File: config.mk
export PLATFORM = sky130hd
export DESIGN_NAME = avalon_rr_arbiter
export DESIGN_NICKNAME = d
export VERILOG_FILES = /design/src/rtl/avalon_arb_pkg.sv /design/src/rtl/avalon_rr_pick.sv /design/src/rtl/avalon_rr_arbiter.sv
export SDC_FILE = /design/constraint.sdc
export NUM_CORES = 1
export LEC_CHECK = 0
export CAP_MARGIN = 25
export CORE_ASPECT_RATIO = 2
export CORE_UTILIZATION = 39
export DETAILED_ROUTE_END_ITERATION = 7
export PLACE_DENSITY = 0.83
export SLEW_MARGIN = 20
export SYNTH_ARGS = -nofsm -noshare
export SYNTH_HDL_FRONTEND = slang
export SYNTH_SLANG_ARGS = --single-unit
File: constraint.sdc
create_clock -name iCLK -period 3 [get_ports iCLK]
set_input_delay 0.3 -clock iCLK [delete_from_list [all_inputs] [get_ports iCLK]]
set_output_delay 0.3 -clock iCLK [all_outputs]
set_load 0.01 [all_outputs]
File: src/rtl/avalon_arb_pkg.sv
// rtl/avalon_arb_pkg.sv - shared types and constants for the round-robin Avalon-MM arbiter
package avalon_arb_pkg;

  typedef enum logic [1:0] {
    ST_IDLE  = 2'd0,
    ST_ISSUE = 2'd1,
    ST_DONE  = 2'd2
  } arb_state_e;

  localparam int ADDR_W_DEFAULT = 24;
  localparam int DATA_W_DEFAULT = 16;
  localparam int BE_W           = 2;
  localparam int WD_CNT_W       = 8;

  // SDRAM occupies the upper half of the address map (addr[23] = 1)
  localparam logic [23:0] SDRAM_BASE = 24'h800000;

endpackage

File: src/rtl/avalon_rr_pick.sv
// rtl/avalon_rr_pick.sv - combinational rotate-priority picker (first requester after last_grant)
module avalon_rr_pick #(
  parameter int NUM_REQ = 4,
  parameter int IDX_W   = 2
) (
  input  logic [NUM_REQ-1:0] req_i,
  input  logic [IDX_W-1:0]   last_i,
  output logic               valid_o,
  output logic [IDX_W-1:0]   index_o
);

  // Scan from the farthest candidate back to the nearest so the nearest set bit wins
  always_comb begin
    valid_o = 1'b0;
    index_o = '0;
    for (int i = NUM_REQ; i >= 1; i--) begin
      if (req_i[(int'(last_i) + i) % NUM_REQ]) begin
        valid_o = 1'b1;
        index_o = IDX_W'((int'(last_i) + i) % NUM_REQ);
      end
    end
  end

endmodule

File: src/rtl/avalon_rr_arbiter.sv
// rtl/avalon_rr_arbiter.sv - round-robin arbiter sharing one Avalon-MM master port; optional AVALON_ARB_TIMEOUT_EN watchdog
module avalon_rr_arbiter
  import avalon_arb_pkg::*;
#(
  parameter int NUM_REQ        = 4,
  parameter int ADDR_W         = ADDR_W_DEFAULT,
  parameter int DATA_W         = DATA_W_DEFAULT,
  parameter int TIMEOUT_CYCLES = 255
) (
  input  logic                    iCLK,
  input  logic                    iRST,
  input  logic [NUM_REQ-1:0]      iREQ,
  input  logic [NUM_REQ-1:0]      iRD_NWR,
  input  logic [NUM_REQ*ADDR_W-1:0] iADDR,
  input  logic [NUM_REQ*DATA_W-1:0] iDATA,
  input  logic [NUM_REQ*BE_W-1:0] iBE,
  output logic [NUM_REQ-1:0]      oDONE,
  output logic [DATA_W-1:0]       oRDATA,
  output logic                    oERR,
  output logic                    oBUSY,
  output logic [ADDR_W-1:0]       oAddr,
  output logic                    oRead,
  output logic                    oWrite,
  output logic [BE_W-1:0]         oBE,
  output logic [DATA_W-1:0]       oData,
  input  logic                    iWaitRequest,
  input  logic [DATA_W-1:0]       iReadData
);

  localparam int IDX_W = (NUM_REQ > 1) ? $clog2(NUM_REQ) : 1;

  arb_state_e        state_q, state_d;
  logic [IDX_W-1:0]  last_grant_q;
  logic [IDX_W-1:0]  g_q;
  logic [IDX_W-1:0]  pick_idx;
  logic              pick_valid;
  logic              timeout_hit;
  logic [ADDR_W-1:0] addr_q;
  logic [DATA_W-1:0] data_q;
  logic [DATA_W-1:0] rdata_q;
  logic [BE_W-1:0]   be_q;
  logic              rd_q;
  logic              err_q;

  avalon_rr_pick #(
    .NUM_REQ (NUM_REQ),
    .IDX_W   (IDX_W)
  ) u_pick (
    .req_i   (iREQ),
    .last_i  (last_grant_q),
    .valid_o (pick_valid),
    .index_o (pick_idx)
  );

`ifdef AVALON_ARB_TIMEOUT_EN
  logic [WD_CNT_W-1:0] wd_cnt_q;

  // Watchdog: counts stalled ISSUE cycles, cleared whenever not issuing
  always_ff @(posedge iCLK or posedge iRST) begin
    if (iRST) begin
      wd_cnt_q <= '0;
    end else if (state_q != ST_ISSUE) begin
      wd_cnt_q <= '0;
    end else if (iWaitRequest) begin
      wd_cnt_q <= wd_cnt_q + 1'b1;
    end
  end

  assign timeout_hit = (state_q == ST_ISSUE) && iWaitRequest &&
                       (wd_cnt_q == WD_CNT_W'(TIMEOUT_CYCLES - 1));
`else
  assign timeout_hit = 1'b0;
`endif

  // FSM state register
  always_ff @(posedge iCLK or posedge iRST) begin
    if (iRST) state_q <= ST_IDLE;
    else      state_q <= state_d;
  end

  // FSM next state: IDLE -> ISSUE -> DONE -> IDLE
  always_comb begin
    state_d = state_q;
    case (state_q)
      ST_IDLE:  if (pick_valid) state_d = ST_ISSUE;
      ST_ISSUE: if (!iWaitRequest || timeout_hit) state_d = ST_DONE;
      ST_DONE:  state_d = ST_IDLE;
      default:  state_d = ST_IDLE;
    endcase
  end

  // Transaction latches: captured at grant, read data at completion, last grant at DONE
  always_ff @(posedge iCLK or posedge iRST) begin
    if (iRST) begin
      last_grant_q <= IDX_W'(NUM_REQ - 1);
      g_q          <= '0;
      addr_q       <= '0;
      data_q       <= '0;
      be_q         <= '0;
      rd_q         <= 1'b0;
      rdata_q      <= '0;
      err_q        <= 1'b0;
    end else begin
      case (state_q)
        ST_IDLE: begin
          if (pick_valid) begin
            g_q    <= pick_idx;
            addr_q <= iADDR[pick_idx*ADDR_W +: ADDR_W];
            data_q <= iDATA[pick_idx*DATA_W +: DATA_W];
            be_q   <= iBE[pick_idx*BE_W +: BE_W];
            rd_q   <= iRD_NWR[pick_idx];
          end
        end
        ST_ISSUE: begin
          if (timeout_hit) begin
            rdata_q <= '0;
            err_q   <= 1'b1;
          end else if (!iWaitRequest) begin
            rdata_q <= rd_q ? iReadData : '0;
            err_q   <= 1'b0;
          end
        end
        ST_DONE: last_grant_q <= g_q;
        default: ;
      endcase
    end
  end

  // Bus strobes come only from latches and only while issuing; done pulse decoded from grant
  always_comb begin
    oRead  = 1'b0;
    oWrite = 1'b0;
    oAddr  = '0;
    oData  = '0;
    oBE    = '0;
    oDONE  = '0;
    if (state_q == ST_ISSUE) begin
      oRead  = rd_q;
      oWrite = !rd_q;
      oAddr  = addr_q;
      oData  = data_q;
      oBE    = be_q;
    end
    if (state_q == ST_DONE) oDONE[g_q] = 1'b1;
  end

  assign oBUSY  = (state_q != ST_IDLE);
  assign oRDATA = rdata_q;
  assign oERR   = err_q;

endmodule

* Yosys cells after proc, flatten, opt, wreduce, memory -nomap -nowiden
Index checks and enable logic that the tools add are counted.
** Operators by class
- $add $sub $neg :: 4
- Multiply operators :: 1
- Magnitude comparators :: 7
- Eq/ne operators :: 4
- Shifts and indexed selects :: 3
- Muxes and demuxes :: 34
- Bitwise operators :: 5
- Reduce and logical (&&, ||, !) cells :: 11
** Operators with widths (count)
- variable part select 96 x 8 -> 24 bit :: 1
- variable part select 64 x 7 -> 16 bit :: 1
- 2-to-1 mux 16 bit :: 2
- 2-to-1 mux 24 bit :: 1
- < comparator 3 x 4 -> 1 bit, second input constant :: 4
- 2-to-1 mux 1 bit :: 16
- 2-to-1 mux 2 bit :: 7
- binary-select mux 1 bit (select 2 bit) :: 5
- OR reduction 2 bit :: 4
- variable part select 8 x 4 -> 2 bit :: 1
- < comparator 2 x 3 -> 1 bit, second input constant :: 2
- AND reduction 2 bit :: 3
- adder 2 x 1 -> 2 bit, second input constant :: 2
- adder 2 bit, second input constant :: 2
- AND 1 bit, first input constant :: 4
- multiplier 2 x 2 -> 4 bit, second input constant :: 1
- 2-to-1 mux 4 bit :: 1
- != test 2 bit, second input constant :: 2
- one-hot mux 2 bit (2 select lines) :: 1
- demux 1 bit (select 2 bit) :: 1
- == test 2 x 1 -> 1 bit, second input constant :: 1
- == test 2 bit, second input constant :: 1
- >= comparator 2 x 1 -> 1 bit, second input constant :: 1
- logical NOT 2 bit :: 1
- 4 further kinds :: 4
** Storage, ports and cells
- Register bits :: 65
- Input bits :: 195
- Output and inout port bits :: 66
- Word-level logic and storage cells :: 77

* Logic depth before layout (Yosys ltp)
Gate-level depths: netlist of run 1.
- Depth after elaboration :: 12
- Gate-level depth with buffers :: 8

* By module
Synthesis of run 1 repeated with hierarchy kept, for this count alone.
** Unflattened totals
- Cell total of the unflattened synthesis :: 298
- Area total of the unflattened synthesis :: 4207.8 um^2
** Modules (own cells, without submodules)
- avalon_rr_arbiter :: instances 1, cells an instance 284, area an instance 4116.4 um^2
- avalon_rr_pick :: instances 1, cells an instance 14, area an instance 91.3 um^2

* Least setup slack after synthesis of run 1
OpenSTA, ideal clock, no wires.
- Path type :: register to register
- From :: register last_grant_q[0]
- To :: register addr_q[0]
- Arrival time :: 1621 ps
- Path slack :: 1236 ps
- Stages on the path, launching flop included :: 9
- Buffers on the path :: 3
- Period minus slack after synthesis :: 1764 ps
- Cell sequence :: dfstp_2 > nand2b_1 > o21ai_1 > a211oi_2 > buf_4 > buf_8 > buf_12 > mux2i_1 > o221ai_1
** On the way
- Word-level cells in the longest chain between the ends :: 10
- Elaborated cells on any way between the ends :: 27
- Those cells by class :: add/sub (4); mul (1); shift (1); mux (20); reduce/logical (1)
** Ends and longest elaborated chain
- from (decl) :: RTL line avalon_rr_arbiter.sv:33 : logic [IDX_W-1:0] last_grant_q;
- from (signal assigned) :: RTL line avalon_rr_arbiter.sv:95 : last_grant_q <= IDX_W'(NUM_REQ - 1);
- from (signal assigned) :: RTL line avalon_rr_arbiter.sv:123 : ST_DONE: last_grant_q <= g_q;
- adder 2 x 1 -> 2 bit :: RTL line avalon_rr_pick.sv:17, avalon_rr_pick.sv:19
- binary-select mux 1 bit (select 2 bit) :: RTL line avalon_rr_pick.sv:17 : if (req_i[(int'(last_i) + i) % NUM_REQ]) begin
- 2-to-1 mux 1 bit (not written as such) (2 in series) :: RTL line avalon_rr_pick.sv:17
- 2-to-1 mux 2 bit (4 in series) :: RTL line avalon_rr_pick.sv:17
- multiplier 2 x 2 -> 4 bit :: RTL line avalon_rr_arbiter.sv:108 : addr_q <= iADDR[pick_idx*ADDR_W +: ADDR_W];
- variable part select 96 x 8 -> 24 bit :: RTL line avalon_rr_arbiter.sv:108
- to (signal assigned) :: RTL line avalon_rr_arbiter.sv:108
- to (decl) :: RTL line avalon_rr_arbiter.sv:38 : logic [ADDR_W-1:0] addr_q;
Parallel ways exist; a longest one is shown, timed or not. The select of a mux whose other input is x is not followed.
A chain may end at the register's enable or synchronous reset.

* Final worst setup path of run 1
- From :: register last_grant_q[0]
- To :: register data_q[13]
** On the way
- Word-level cells in the longest chain between the ends :: 9
- Elaborated cells on any way between the ends :: 26
- Those cells by class :: add/sub (4); shift (1); mux (20); reduce/logical (1)
** Ends and longest elaborated chain
- adder 2 x 1 -> 2 bit :: RTL line avalon_rr_pick.sv:17, avalon_rr_pick.sv:19
- binary-select mux 1 bit (select 2 bit) :: RTL line avalon_rr_pick.sv:17
- 2-to-1 mux 1 bit (not written as such) (2 in series) :: RTL line avalon_rr_pick.sv:17
- 2-to-1 mux 2 bit / 2-to-1 mux 1 bit (equally long branches) (4 in series) :: RTL line avalon_rr_pick.sv:17
- variable part select 64 x 7 -> 16 bit / AND reduction 2 bit (equally long branches)
- to (signal assigned) :: RTL line avalon_rr_arbiter.sv:109 : data_q <= iDATA[pick_idx*DATA_W +: DATA_W];
- to (decl) :: RTL line avalon_rr_arbiter.sv:39 : logic [DATA_W-1:0] data_q;
Parallel ways exist; a longest one is shown, timed or not. The select of a mux whose other input is x is not followed.

==> results of run 1 <==
registers in the layout, indices dropped and copies added, names as in the netlist:
register      flops
addr_q           24
data_q           16
oRDATA           16
be_q              2
g_q               2
last_grant_q      2
state_q           2
rd_q              1
cell families (layout without fill, tap and decap cells):
logic type,after synthesis,count (layout),share of synthesized area
other,1,1,0.000953
AO/OA/AOI/OAI,66,66,0.129
flip-flops,65,65,0.414
buffers and inverters,39,285,0.0607
AND/OR/NAND/NOR,147,147,0.177
multiplexers,86,86,0.219
per-layer routing:
layer  global-route usage  wire length, um  part of all wire  vias to the layer above
met5                    0                0                 0                        -
met4                0.114              433             0.031                        0
li1                     -                -                 -                     1919
met1                0.260             4750              0.34                     1916
met2                0.491             7690              0.56                      197
met3               0.0739              965             0.070                       29
metrics by stage:
| stage | worst slack [ns] | cell area [um2] |
|---|---|---|
| 6_report | 0.750 | 6860 |
| 5_1_grt | 0.593 | 6860 |
| 4_1_cts | 0.737 | 6860 |
| 3_5_place_dp | 0.510 | 6580 |
| 3_3_place_gp | 0.566 | 6580 |
| 2_1_floorplan | 1.08 | 3940 |
cell usage after synthesis, drive strengths merged:
cell and number:
mux2i 86, nand2 86, dfrtp 63, o221ai 44
and2 43, clkbuf 22, o21ai 18, buf 14
nand2b 6, inv 3, nor2 3, nor2b 3
dfstp 2, nor3 2, or2 2, a211oi 1
a21o 1, a21oi 1, and3 1, conb 1
nor3b 1, o211ai 1
where the power goes:
group          internal [W]  switching, W  total [W]  leakage, nW
Sequential          0.00128      0.000244    0.00152        0.813
Clock              0.000600      0.000361   0.000960        0.139
Combinational       0.00157       0.00146    0.00302         1.98
Total               0.00345       0.00206    0.00551         2.93
layout make-up:
class	count	area, um2	share of cell area
inverters	3	11.3	0.00164
clock buffers	13	260	0.0379
multi-input cells	300	2080	0.304
flip-flops and latches	65	1630	0.238
clock inverters	3	15.0	0.00219
repair buffers	266	2700	0.393
well taps	132	165	0.0241
worst reg2reg max path, delay by kind of cell (launching register included):
kind	cells	cell delay (ns)
buf+inv	2	0.49
simple gates	1	0.12
mux	1	0.34
flops	1	0.54
compound gates	3	0.60
final timing paths:
| path | startpoint | endpoint | depth (start not counted) | slack, ns |
|---|---|---|---|---|
| worst max-delay path | last_grant_q[0] | data_q[13] | 7 | 0.75 |
| worst min-delay path | iRST | oRDATA[8] | 2 | 0.36 |
| worst max register to register | last_grant_q[0] | data_q[13] | 7 | 0.75 |
| worst min register to register | last_grant_q[0] | last_grant_q[0] | 2 | 0.47 |
| max in group asynchronous | iRST | last_grant_q[0] | 3 | 1.95 |
| min in group iCLK | last_grant_q[0] | last_grant_q[0] | 2 | 0.47 |
==> impl_metrics.json, run 1 <==
{
  "clkSlewWorstSetupHoldPaths_ns": 0.05,
  "syn_avg_cell_area_um2": 9.74,
  "achievable-frequency_ghz": 0.444,
  "fin_total_pwr_w": 0.00551,
  "final_nets": 840,
  "tritoncts.num_buffers": 9,
  "worst_ep_required_time_ns": 3.15,
  "worst_path_largest_cell_delay_ns": 0.54,
  "filler_cell_count": 763,
  "finish.utilization": 0.703,
  "globalRoute.totalOverflow": 0,
  "ant_nets": 0,
  "worst_hold_slack_ns": 0.361,
  "port_buffers": 259,
  "grt_max_degree": 48,
  "total_leakage_power_nw": 2.93,
  "ir_worst_vdd_mv": 0.481,
  "cts_root_buffer_type": "sky130_fd_sc_hd__clkbuf_16",
  "final-setup-viol-count": 0,
  "die_height_um": 144,
  "worstHoldPathType": "in -> async",
  "worst_path_max_delay_cell": "sky130_fd_sc_hd__dfstp_2",
  "min_period_over_period": 0.750,
  "layout_commonest_cell": "sky130_fd_sc_hd__clkdlybuf4s50_1",
  "synth_fp_nets": 599,
  "critical-path-top-delay-family": "compound AO/OA/AOI/OAI gates",
  "area_growth_pct": 74.3,
  "place_congestion": 0.830,
  "cts_setup_buffers": 0,
  "total_drc_errors_in_the_routed_layout": 0,
  "critical_path.most_common_cell": "sky130_fd_sc_hd__buf_12",
  "report.final.hold_viol_count": 0,
  "critical_path_launch_point_type": "flop",
  "yosys_register_bits": 65,
  "maximum_capacitance_violations": 0,
  "post_drt_via_cell_ratio": 5.19,
  "placeableCoreArea_um2": 9760,
  "timing.clock.skew_ns": 0.00439,
  "number_of_antenna_violations_at_the_first_check_in_global_routing": 0,
  "netlist.top_cell.by_area": "sky130_fd_sc_hd__dfrtp_1",
  "design.portCount": 261,
  "max_slew_margin": 0.380,
  "fp-row-count": 51,
  "final_cell_mix": "sky130_fd_sc_hd__clkdlybuf4s50_1 (259), sky130_fd_sc_hd__mux2i_1 (86), sky130_fd_sc_hd__nand2_1 (86), sky130_fd_sc_hd__dfrtp_1 (63), sky130_fd_sc_hd__o221ai_1 (44)",
  "wire_per_inst_um": 17.7,
  "tritoncts_num_sinks": 65,
  "clockBufferDepth": 2,
  "die-area_um2": 10500,
  "routed-via-count": 4061,
  "drt_wl_total_um": 13800,
  "rsz0062_at_grt": "false",
  "synth_largest_type_area_fraction": 0.401,
  "setup_tns_ns": 0,
  "wire_length_of_the_first_global_routing_pass_um": 20700,
  "netlist_instances": 404,
  "non_filler_instance_count_after_layout": 782,
  "endpoint_kind": "flop",
  "final_max_slew_viol_count": 0,
  "series_of_cell_instances_along_the_critical_path": "nand2b_1, o21ai_1, a211oi_4, buf_12, buf_12, mux2i_1, o221ai_1",
  "critical_path_buf_inv_count": 2,
  "actual_transition_at_the_worst_max_transition_pin_ns": 0.930,
  "critical_path.max_fanout": 44,
  "drt-initial-drc-count": 208,
  "tritoncts": "done",
  "drive_above_1_share": 0.0446,
  "floorplan.initialDensity": 0.403,
  "netlist_area_um2": 3940,
  "h-tree-depth": 3,
  "insertedDiodeCount": 0,
  "cp.arrival_ns": 2.40,
  "ys_types": 27,
  "post_cts_resized": 0,
  "cts_hold_buf": 0,
  "final.min_clock_period_ns": 2.25,
  "floorplan.die.width_um": 73.0,
  "placed_cells_incl_taps": 766,
  "synth.top_cells.by_area": "sky130_fd_sc_hd__dfrtp_1 (40%), sky130_fd_sc_hd__mux2i_1 (22%), sky130_fd_sc_hd__o221ai_1 (9.8%), sky130_fd_sc_hd__nand2_1 (8.2%), sky130_fd_sc_hd__and2_1 (6.8%)",
  "clk-insertion-delay-late_ns": 0.32,
  "detailedRoute.firstPassIterationCount": 4,
  "power_per_cell_area_nw_per_um2": 803,
  "synth.yosys.seq_area_share": 0.414,
  "ys.warnings.count": 0,
  "critPathKind": "reg -> reg",
  "status": "finished, final reports clean",
  "first_global_vias": 4275,
  "place_hpwl_um": 10500,
  "grt.total_usage": 0.262
}
Note: power is estimated with default switching activity, not from simulation.
==> run 2: changes to the inputs <==
--- a/config.mk
+++ b/config.mk
@@ -7,9 +7,9 @@
 export LEC_CHECK = 0
 export CAP_MARGIN = 25
 export CORE_ASPECT_RATIO = 2
-export CORE_UTILIZATION = 39
+export CORE_UTILIZATION = 37
 export DETAILED_ROUTE_END_ITERATION = 7
-export PLACE_DENSITY = 0.83
+export PLACE_DENSITY = 0.8
 export SLEW_MARGIN = 20
 export SYNTH_ARGS = -nofsm -noshare
 export SYNTH_HDL_FRONTEND = slang
==> constraint.sdc (replaced) <==
create_clock -name iCLK -period 2.2 [get_ports iCLK]
set_input_delay 0.22 -clock iCLK [delete_from_list [all_inputs] [get_ports iCLK]]
set_output_delay 0.22 -clock iCLK [all_outputs]
set_load 0.01 [all_outputs]
==> impl_metrics.json, run 2 (synthesis results as in run 1) <==
{
  "power_per_cell_area_nw_per_um2": 1110,
  "tritoncts.num_buffers": 9,
  "ir_worst_vdd_mv": 0.776,
  "worst_ep_required_time_ns": 1.98,
  "grt.total_usage": 0.262,
  "drt-initial-drc-count": 122,
  "placed_cell_area_um2": 6720,
  "insertedDiodeCount": 0,
  "floorplan.die.width_um": 74.9,
  "final_max_slew_viol_count": 0,
  "cp.arrival_ns": 1.86,
  "timing.clock.skew_ns": 0.00504,
  "post_drt_via_cell_ratio": 5.13,
  "cts_root_buffer_type": "sky130_fd_sc_hd__clkbuf_16",
  "critPathKind": "reg -> out",
  "critical_path_buf_inv_count": 2,
  "series_of_cell_instances_along_the_critical_path": "nor2b_2, buf_6, and2_1, clkdlybuf4s50_1",
  "cts_setup_buffers": 0,
  "wire_length_of_the_first_global_routing_pass_um": 21500,
  "layout.cell_area.non_filler_um2": 7020,
  "critical_path_launch_point_type": "flop",
  "port_buffers": 259,
  "globalRoute.totalOverflow": 0,
  "final_cell_mix": "sky130_fd_sc_hd__clkdlybuf4s50_1 (259), sky130_fd_sc_hd__mux2i_1 (86), sky130_fd_sc_hd__nand2_1 (86), sky130_fd_sc_hd__dfrtp_1 (63), sky130_fd_sc_hd__o221ai_1 (44)",
  "placeableCoreArea_um2": 10200,
  "worst_path_max_delay_cell": "sky130_fd_sc_hd__clkdlybuf4s50_1",
  "achievable-frequency_ghz": 0.480,
  "place_congestion": 0.853,
  "first_global_vias": 4473,
  "report.final.hold_viol_count": 0,
  "total_leakage_power_nw": 3.03,
  "worst_path_largest_cell_delay_ns": 0.59,
  "status": "finished, final reports clean",
  "clkSlewWorstSetupHoldPaths_ns": 0.06,
  "tritoncts_num_sinks": 65,
  "detailedRoute.firstPassIterationCount": 4,
  "fp-row-count": 52,
  "min_period_over_period": 0.947,
  "area_growth_pct": 78.4,
  "layout_commonest_cell": "sky130_fd_sc_hd__clkdlybuf4s50_1",
  "routed-via-count": 4117,
  "critical_path.max_fanout": 26,
  "die-area_um2": 11100,
  "place_hpwl_um": 11300,
  "maximum_capacitance_violations": 0,
  "final_nets": 858,
  "drt_wl_total_um": 14100,
  "final-setup-viol-count": 0,
  "top_register": "addr_q",
  "finish.utilization": 0.687,
  "final.min_clock_period_ns": 2.08,
  "endpoint_kind": "output port",
  "die_height_um": 148,
  "wire_per_inst_um": 17.6,
  "rsz0062_at_grt": "false",
  "ant_nets": 0,
  "critical-path-top-delay-family": "buffers and inverters",
  "grt_max_degree": 39,
  "clockBufferDepth": 2,
  "worstHoldPathType": "in -> async",
  "clk-insertion-delay-late_ns": 0.33,
  "drive_above_1_share": 0.0704,
  "tritoncts": "done",
  "design.portCount": 261,
  "number_of_flip_flops_under_the_largest_register_name": 24,
  "total_drc_errors_in_the_routed_layout": 0,
  "floorplan.initialDensity": 0.385,
  "number_of_antenna_violations_at_the_first_check_in_global_routing": 0,
  "h-tree-depth": 3
}
==> run 2: cell count changes in the layout (fill, tap and decap cells not counted) <==
cell | previous run | this run
sky130_fd_sc_hd__bufinv_16 | 0 | 1
sky130_fd_sc_hd__buf_4 | 3 | 20
sky130_fd_sc_hd__nand2b_1 | 4 | 5
sky130_fd_sc_hd__clkinv_4 | 0 | 3
sky130_fd_sc_hd__clkbuf_1 | 2 | 0
sky130_fd_sc_hd__buf_6 | 0 | 1
sky130_fd_sc_hd__clkbuf_8 | 2 | 0
sky130_fd_sc_hd__nand2b_2 | 2 | 1
sky130_fd_sc_hd__or2_2 | 1 | 0
sky130_fd_sc_hd__or2_1 | 1 | 2
==> run 2: timing repair <==
item | 4_1_cts | 5_1_grt
hold buffers | 0 | 0
resized for setup | 0 | 1
setup endpoints to repair | 0 | 1
hold endpoints to repair | 0 | 0
==> run 2: cell type report <==
| type | instances | area (um2) |
|---|---|---|
| Sequential cell | 65 | 1630 |
| Fill cell | 824 | 3190 |
| Inverter | 3 | 11.3 |
| Clock inverter | 7 | 71.3 |
| Clock buffer | 9 | 225 |
| Tap cell | 135 | 169 |
| Timing Repair Buffer | 284 | 2830 |
| Multi-Input combinational cell | 300 | 2080 |
==> run 2: final timing paths <==
path	cells after the start	end	start	slack, ns
min in group iCLK	3	state_q[0]	iWaitRequest	0.44
max reg2reg	7	addr_q[12]	last_grant_q[0]	0.18
min reg2reg	2	last_grant_q[0]	last_grant_q[0]	0.47
min	2	addr_q[9]	iRST	0.08
max in group asynchronous	3	last_grant_q[1]	iRST	1.42
max	4	oAddr[11]	state_q[1]	0.12
==> run 2: metrics by stage <==
stage | setup slack, ns | cells | power (W) | TNS [ns] | hold WS (ns)
floorplan | 0.357 | 404 | 0.00450 | 0 | 0.334
global placement | 0.0729 | 787 | 0.00628 | 0 | 0.418
detailed placement | -0.00573 | 787 | 0.00644 | -0.0100 | 0.420
CTS | 0.0493 | 803 | 0.00786 | 0 | 0.0754
global route | 0.0257 | 803 | 0.00832 | 0 | 0.0850
finish | 0.117 | 803 | 0.00781 | 0 | 0.0831
==> run 2: power breakdown <==
group	internal, W	leakage, nW	switching [W]
Sequential	0.00174	0.813	0.000278
Clock	0.000875	0.149	0.000536
Combinational	0.00231	2.06	0.00206
Total	0.00493	3.03	0.00288
==> run 2: metal layers <==
| layer | global-route usage | wire (um) | up-vias |
|---|---|---|---|
| li1 | - | - | 1947 |
| met1 | 0.245 | 4770 | 1926 |
| met2 | 0.490 | 7660 | 202 |
| met3 | 0.0627 | 1060 | 42 |
| met4 | 0.147 | 650 | 0 |
| met5 | 0 | 0 | - |
